==> config.mk <==
export PLATFORM = sky130hd
export DESIGN_NAME = operand_fetch
export DESIGN_NICKNAME = d
export VERILOG_FILES = /design/src/rtl/operand_fetch.sv
export SDC_FILE = /design/constraint.sdc
export NUM_CORES = 1
export LEC_CHECK = 0
export CELL_PAD_IN_SITES_DETAIL_PLACEMENT = 1
export CELL_PAD_IN_SITES_GLOBAL_PLACEMENT = 2
export CORE_AREA = 2 2 154 156
export DETAILED_ROUTE_END_ITERATION = 16
export DIE_AREA = 0 0 156 158
export PLACE_DENSITY_LB_ADDON = 0.15
export SYNTH_ARGS = -nofsm -noshare
export SYNTH_HDL_FRONTEND = slang
export SYNTH_SLANG_ARGS = --single-unit
==> constraint.sdc <==
create_clock -name clk -period 4.6 [get_ports clk]
set_input_delay 0.92 -clock clk [delete_from_list [all_inputs] [get_ports clk]]
set_output_delay 0.92 -clock clk [all_outputs]
set_load 0.01 [all_outputs]
==> src/rtl/operand_fetch.sv <==
// Operand fetch: turns CONTROLLER read strobes into synchronous-SRAM reads on the
// IFM, weight and bias buffers, and returns each word one cycle later with a valid flag.
// IFM reads walk 3x3 windows (conv/pool) or a linear vector (fully).
module operand_fetch #(
  parameter int unsigned DATA_W = 8,
  parameter int unsigned ADDR_W = 10,
  parameter int unsigned IFM_W  = 8,
  parameter int unsigned STRIDE = 1,
  parameter int unsigned NWIN_W = 8
) (
  input  logic              clk,
  input  logic              rst,
  input  logic [3:0]        mode,
  input  logic              start,
  input  logic [ADDR_W-1:0] ifm_base,
  input  logic [ADDR_W-1:0] wgt_base,
  input  logic [ADDR_W-1:0] bias_base,
  input  logic [NWIN_W-1:0] num_windows,
  input  logic              ifm_read,
  input  logic              wgt_read,
  input  logic              bias_read,
  output logic              ifm_mem_en,
  output logic [ADDR_W-1:0] ifm_mem_addr,
  input  logic [DATA_W-1:0] ifm_mem_rdata,
  output logic              wgt_mem_en,
  output logic [ADDR_W-1:0] wgt_mem_addr,
  input  logic [DATA_W-1:0] wgt_mem_rdata,
  output logic              bias_mem_en,
  output logic [ADDR_W-1:0] bias_mem_addr,
  input  logic [DATA_W-1:0] bias_mem_rdata,
  output logic [DATA_W-1:0] ifm_data,
  output logic              ifm_valid,
  output logic [DATA_W-1:0] wgt_data,
  output logic              wgt_valid,
  output logic [DATA_W-1:0] bias_data,
  output logic              bias_valid,
  output logic [3:0]        tap_idx,
  output logic              window_done,
  output logic              done,
  output logic              busy,
  output logic              err
);

  typedef enum logic [0:0] {StIdle, StArmed} state_e;

  localparam logic [3:0] ModeConv  = 4'b0001;
  localparam logic [3:0] ModePool  = 4'b0010;
  localparam logic [3:0] ModeFully = 4'b0011;

  localparam logic [ADDR_W-1:0] RowStride  = ADDR_W'(IFM_W);
  localparam logic [ADDR_W-1:0] ColStep    = ADDR_W'(STRIDE);
  // Largest window origin column whose 3 columns still fit in the row.
  localparam logic [ADDR_W-1:0] LastOrigin = ADDR_W'(IFM_W - 3);

  state_e            state_q, state_d;
  logic [3:0]        mode_q, mode_d;
  logic [ADDR_W-1:0] ifm_base_q, ifm_base_d;
  logic [ADDR_W-1:0] wgt_base_q, wgt_base_d;
  logic [ADDR_W-1:0] bias_base_q, bias_base_d;
  logic [NWIN_W-1:0] nwin_q, nwin_d;
  logic [3:0]        tap_q, tap_d;
  logic [ADDR_W-1:0] ocol_q, ocol_d;
  logic [ADDR_W-1:0] orow_q, orow_d;
  logic [ADDR_W-1:0] lin_q, lin_d;
  logic [NWIN_W-1:0] win_q, win_d;
  logic [ADDR_W-1:0] wgt_cnt_q, wgt_cnt_d;
  logic [ADDR_W-1:0] bias_cnt_q, bias_cnt_d;
  logic              err_q, err_d;

  logic              ifm_valid_q, wgt_valid_q, bias_valid_q;
  logic [3:0]        tap_out_q;
  logic              wdone_q, done_q;

  logic              armed, gate, start_ok, mode_legal, is_fully;
  logic              ifm_issue, wgt_issue, bias_issue;
  logic              last_tap, last_win;
  logic [1:0]        tap_row, tap_col;
  logic [ADDR_W-1:0] conv_addr, ocol_step;

  assign armed      = (state_q == StArmed);
  assign gate       = armed & ~start & ~rst;
  assign mode_legal = (mode == ModeConv) | (mode == ModePool) | (mode == ModeFully);
  assign start_ok   = start & mode_legal & (num_windows != '0);
  assign is_fully   = (mode_q == ModeFully);

  assign ifm_issue  = ifm_read & gate;
  assign wgt_issue  = wgt_read & gate;
  assign bias_issue = bias_read & gate;

  assign last_tap   = (tap_q == 4'd8);
  assign last_win   = (win_q == nwin_q - NWIN_W'(1));
  assign ocol_step  = ocol_q + ColStep;

  // Split tap index into window row/column offsets.
  always_comb begin
    tap_row = 2'd0;
    tap_col = 2'd0;
    case (tap_q)
      4'd0, 4'd1, 4'd2: tap_row = 2'd0;
      4'd3, 4'd4, 4'd5: tap_row = 2'd1;
      default:          tap_row = 2'd2;
    endcase
    case (tap_q)
      4'd0, 4'd3, 4'd6: tap_col = 2'd0;
      4'd1, 4'd4, 4'd7: tap_col = 2'd1;
      default:          tap_col = 2'd2;
    endcase
  end

  assign conv_addr = ifm_base_q + (orow_q + ADDR_W'(tap_row)) * RowStride
                   + ocol_q + ADDR_W'(tap_col);

  assign ifm_mem_en    = ifm_issue;
  assign wgt_mem_en    = wgt_issue;
  assign bias_mem_en   = bias_issue;
  assign ifm_mem_addr  = is_fully ? (ifm_base_q + lin_q) : conv_addr;
  assign wgt_mem_addr  = wgt_base_q + wgt_cnt_q;
  assign bias_mem_addr = bias_base_q + bias_cnt_q;

  // Next-state: FSM, job registers, address walkers and sticky error.
  always_comb begin
    state_d     = state_q;
    mode_d      = mode_q;
    ifm_base_d  = ifm_base_q;
    wgt_base_d  = wgt_base_q;
    bias_base_d = bias_base_q;
    nwin_d      = nwin_q;
    tap_d       = tap_q;
    ocol_d      = ocol_q;
    orow_d      = orow_q;
    lin_d       = lin_q;
    win_d       = win_q;
    wgt_cnt_d   = wgt_cnt_q;
    bias_cnt_d  = bias_cnt_q;
    err_d       = err_q;

    if (ifm_issue) begin
      lin_d = lin_q + ADDR_W'(1);
      if (last_tap) begin
        tap_d = 4'd0;
        win_d = win_q + NWIN_W'(1);
        if (!is_fully) begin
          if (ocol_step > LastOrigin) begin
            ocol_d = '0;
            orow_d = orow_q + ColStep;
          end else begin
            ocol_d = ocol_step;
          end
        end
        if (last_win) state_d = StIdle;
      end else begin
        tap_d = tap_q + 4'd1;
      end
    end
    if (wgt_issue)  wgt_cnt_d  = wgt_cnt_q + ADDR_W'(1);
    if (bias_issue) bias_cnt_d = bias_cnt_q + ADDR_W'(1);

    // A start always wins over the walkers; an illegal one abandons any job.
    if (start) begin
      if (start_ok) begin
        state_d     = StArmed;
        mode_d      = mode;
        ifm_base_d  = ifm_base;
        wgt_base_d  = wgt_base;
        bias_base_d = bias_base;
        nwin_d      = num_windows;
        tap_d       = '0;
        ocol_d      = '0;
        orow_d      = '0;
        lin_d       = '0;
        win_d       = '0;
        wgt_cnt_d   = '0;
        bias_cnt_d  = '0;
        err_d       = 1'b0;
      end else begin
        state_d = StIdle;
      end
    end

    // Error set has priority over the clear from a legal start.
    if ((start & ~start_ok) |
        ((ifm_read | wgt_read | bias_read) & (~armed | start))) begin
      err_d = 1'b1;
    end
  end

  // State and walker registers.
  always_ff @(posedge clk) begin
    if (rst) begin
      state_q     <= StIdle;
      mode_q      <= '0;
      ifm_base_q  <= '0;
      wgt_base_q  <= '0;
      bias_base_q <= '0;
      nwin_q      <= '0;
      tap_q       <= '0;
      ocol_q      <= '0;
      orow_q      <= '0;
      lin_q       <= '0;
      win_q       <= '0;
      wgt_cnt_q   <= '0;
      bias_cnt_q  <= '0;
      err_q       <= 1'b0;
    end else begin
      state_q     <= state_d;
      mode_q      <= mode_d;
      ifm_base_q  <= ifm_base_d;
      wgt_base_q  <= wgt_base_d;
      bias_base_q <= bias_base_d;
      nwin_q      <= nwin_d;
      tap_q       <= tap_d;
      ocol_q      <= ocol_d;
      orow_q      <= orow_d;
      lin_q       <= lin_d;
      win_q       <= win_d;
      wgt_cnt_q   <= wgt_cnt_d;
      bias_cnt_q  <= bias_cnt_d;
      err_q       <= err_d;
    end
  end

  // Return pipeline: tags travel one cycle alongside the SRAM read latency.
  always_ff @(posedge clk) begin
    if (rst) begin
      ifm_valid_q  <= 1'b0;
      wgt_valid_q  <= 1'b0;
      bias_valid_q <= 1'b0;
      tap_out_q    <= '0;
      wdone_q      <= 1'b0;
      done_q       <= 1'b0;
    end else begin
      ifm_valid_q  <= ifm_issue;
      wgt_valid_q  <= wgt_issue;
      bias_valid_q <= bias_issue;
      tap_out_q    <= ifm_issue ? tap_q : 4'd0;
      wdone_q      <= ifm_issue & last_tap;
      done_q       <= ifm_issue & last_tap & last_win;
    end
  end

  assign ifm_valid   = ifm_valid_q;
  assign wgt_valid   = wgt_valid_q;
  assign bias_valid  = bias_valid_q;
  assign ifm_data    = ifm_valid_q  ? ifm_mem_rdata  : '0;
  assign wgt_data    = wgt_valid_q  ? wgt_mem_rdata  : '0;
  assign bias_data   = bias_valid_q ? bias_mem_rdata : '0;
  assign tap_idx     = tap_out_q;
  assign window_done = wdone_q;
  assign done        = done_q;
  assign busy        = armed;
  assign err         = err_q;

endmodule
==> impl_metrics.tcl <==
set metrics [dict create \
    drtAntennaViolNets 0 \
    layout-drive-gt1-share_pct 10.9 \
    synth_ff_type "dfxtp_1" \
    final-setup-viol-count 3 \
    rsz0062_at_grt "yes" \
    r2r_start "tap_q[1]" \
    max_slew_margin_pct 29.3 \
    ys_seq_area_share_pct 32.8 \
    tritoncts "done" \
    fill_cells 2715 \
    die_area_um2 24600 \
    finalHoldViolCount 0 \
    drt-wirelength-per-cell_um 16.5 \
    multi_input_area_um2 4540 \
    synth_fp_nets 961 \
    grt_use_met3_pct 4.00 \
    antenna_found_initial 2 \
    dp_hpwl_um 16000 \
    synth_mux_area_share_pct 0.586 \
    worstMarginPinSlew_ps 1050 \
    die_w_um 156 \
    status "finished with violations" \
    endpoint_kind "primary output" \
    r2r_slack_ps 2190 \
    dieHeight_um 158 \
    cts_buffers 9 \
    ioPinCount 140 \
    syn_inst 826 \
    hold_buffers 0 \
    tns_ps -488 \
    start_util_pct 29.6 \
    arrival_ps 3880 \
    clkLatencyLatePin_ps 350 \
    yosysWarnings 0 \
    grt_pass1_vias 6363 \
    place_ws_ps -329 \
    synth_top_cell_by_area "dfxtp_1" \
    yosys-top-cells-area "dfxtp_1, ha_1, nand2_1" \
    synth_fa_ha_area_share_pct 13.0 \
    max_freq_mhz 208 \
    grtUsageMet2_pct 30.0 \
    cts.sinks 112 \
    required_ps 3680 \
    maxCapViolations 0 \
    min_path_type "reg -> reg" \
    synth_top_family_by_area "simple AND/OR/NAND/NOR gates" \
    synth.top_cell.area_share_pct 32.8 \
    grt_util_all_layers_pct 17.1 \
    placed_cells 1253 \
    synth_compound_gate_area_share_pct 13.1 \
    via_count 6223 \
    cts_max_level 3 \
    synthArstFlopShare_pct 0 \
    postPlaceCellArea_um2 8660 \
    gpl.final_weighted_congestion 0.780 \
    synth_edf_count 0 \
    synthSimpleGateAreaFrac_pct 26.3 \
    drt_iter0_drc 161 \
    crit_start "tap_q[1]" \
    io_buffer_count 139 \
    firstDrtPassIters 4 \
    leakage_uw 0.00369 \
    seq_area_um2 2250 \
    cp-start-kind "register" \
    slew_violations 0 \
    grt_max_degree 45 \
    grt_pass1_wl_um 33600 \
    num_rows 56 \
    avgSynthCellArea_um2 8.27 \
    areaGrowthSynthToFinish_pct 34.8 \
    instances_no_fill 1278 \
    hold_start "bias_base_q[4]" \
    use_met1_pct 21.9 \
    fin_nets 1117 \
    total_power_uw 1960 \
    drt_wl_total_um 21100 \
    powerDensity_nw_per_um2 213 \
    synth_area_um2 6830 \
    violations "negative setup slack" \
    fin_crit_ps 4800 \
    root_buffer "clkbuf_16" \
    path_clk_slew_ps 80 \
    worst_slack_ps -198 \
    crit_path_max_fanout 4 \
    vdd_drop_max_v 0.000146 \
    finClkSkew_ps 7.91 \
    crit_type "reg -> out" \
    ys_types 64 \
    stdcell_area_um2 9210 \
    core_area_um2 23100 \
    gr-total-overflow 0 \
    vias_per_cell 4.87 \
    synth-xor-area-share_pct 10.5 \
    top_usage_layer "met2" \
    ys_ff_latch 112 \
    clk_path_buf_depth 2 \
    timing.final.crit_share_pct 104 \
    route.detailed.drc 0 \
]
## sequential cells by signal, summed over array words and instances (netlist names), 7 cells and up
register	cells
wgt_cnt_q	10
ifm_base_q	10
wgt_base_q	10
nwin_q	8
orow_q	7
win_q	8
bias_base_q	10
bias_cnt_q	10
lin_q	10
ocol_q	10
## worst max-delay path, cell delays in order (launching register included)
cell      delay [ps]
dfxtp_4          370
inv_4             90
ha_4             160
nor2_4            40
a211oi_2         260
ha_2             260
fa_2             450
fa_1             530
ha_4             210
buf_4            140
nand3_2           60
o211ai_1         110
buf_4            160
or3_4            320
a21oi_2          130
a21oi_1           50
buf_2            190
## repair_timing
| item | CTS | global route |
|---|---|---|
| setup buffers | 6 | 2 |
| resized for setup | 55 | 21 |
| setup endpoints to repair | 6 | 7 |
| pin swaps | 21 | 21 |
## per-layer routing
| layer | share of wire, % | up-vias |
|---|---|---|
| met5 | 0 | - |
| met4 | 0.72 | 0 |
| met3 | 3.9 | 10 |
| met2 | 49 | 90 |
| met1 | 46 | 2973 |
| li1 | - | 3150 |
## cells in the mapped netlist (all sizes together) (4+ instances only)
| cell type | n |
|---|---|
| buf | 9 |
| nor2b | 7 |
| o211ai | 6 |
| o21ai | 26 |
| or4 | 7 |
| clkbuf | 21 |
| nor3 | 20 |
| or3 | 6 |
| nand3 | 17 |
| dfxtp | 112 |
| nand2 | 127 |
| and3 | 20 |
| xnor2 | 35 |
| nor4 | 8 |
| nand4 | 14 |
| o21a | 5 |
| xor2 | 47 |
| nor2 | 76 |
| and2 | 34 |
| ha | 50 |
| mux2i | 4 |
| a21oi | 70 |
| a211oi | 5 |
| nand2b | 4 |
| fa | 13 |
| and4 | 5 |
| inv | 33 |
## stage by stage
step / util, % / hold WS, ps
floorplan: - / 441
global placement: 37.6 / 451
detailed placement: 37.6 / 459
CTS: 39.6 / 473
global route: 39.9 / 494
finish: 40.0 / 470
## layout make-up
cell class              instances  share of cell area [%]
flip-flops and latches        112                    24.4
repair buffers                175                    17.9
multi-input cells             651                    49.3
well taps                     290                    3.94
diodes                          2                  0.0543
inverters                      33                    1.40
clock buffers                  10                    2.59
clock inverters                 5                   0.435
## kinds of logic (layout without fill, tap and decap cells)
family          after synthesis  count (layout)
mux                           4               4
simple gates                359             359
compound gates              143             143
flops                       112             112
xor+xnor                     82              82
other cells                   0               2
fa+ha+maj                    63              63
buf+inv                      63             223
## cells in the final DEF, fill, tap and decap left out, types with 3 or more instances in the layout
cell type | synthesis | final
xnor2_1 | 35 | 35
buf_4 | 3 | 31
a21o_1 | 3 | 3
buf_2 | 4 | 5
nand2_1 | 126 | 125
o21bai_1 | 3 | 3
or3_1 | 5 | 4
inv_1 | 33 | 31
clkbuf_16 | 0 | 9
a21oi_1 | 69 | 65
nor2_1 | 76 | 73
dfxtp_1 | 112 | 110
and3_1 | 20 | 20
nor4_1 | 8 | 8
xor2_1 | 47 | 46
and4_1 | 5 | 5
a211oi_1 | 5 | 4
fa_1 | 13 | 11
o211ai_1 | 6 | 6
nand4_1 | 14 | 14
buf_6 | 0 | 5
mux2i_1 | 4 | 4
nor2b_1 | 7 | 6
nor3_2 | 1 | 3
ha_4 | 0 | 7
o21ai_0 | 26 | 24
nor3_1 | 19 | 17
nand2b_1 | 4 | 4
o31ai_1 | 3 | 3
a21boi_0 | 3 | 3
or4_1 | 7 | 7
a21oi_2 | 0 | 4
ha_1 | 50 | 42
and2_1 | 31 | 31
nand3_1 | 17 | 15
o21a_1 | 5 | 4
clkdlybuf4s50_1 | 0 | 131
## power by group
part | internal [uW] | switching, uW | leakage, uW
Combinational | 106 | 89.8 | 0.00264
Sequential | 979 | 12.3 | 0.000906
Clock | 386 | 389 | 0.000139
## worst paths after layout
check,to,depth (start not counted)
worst max register to register,orow_q[6],10
worst min-delay path,bias_base_q[4],2
worst max-delay path,ifm_mem_addr[7],16
worst min register to register,bias_base_q[4],2
No activity file was read; power rests on OpenSTA's default activity.
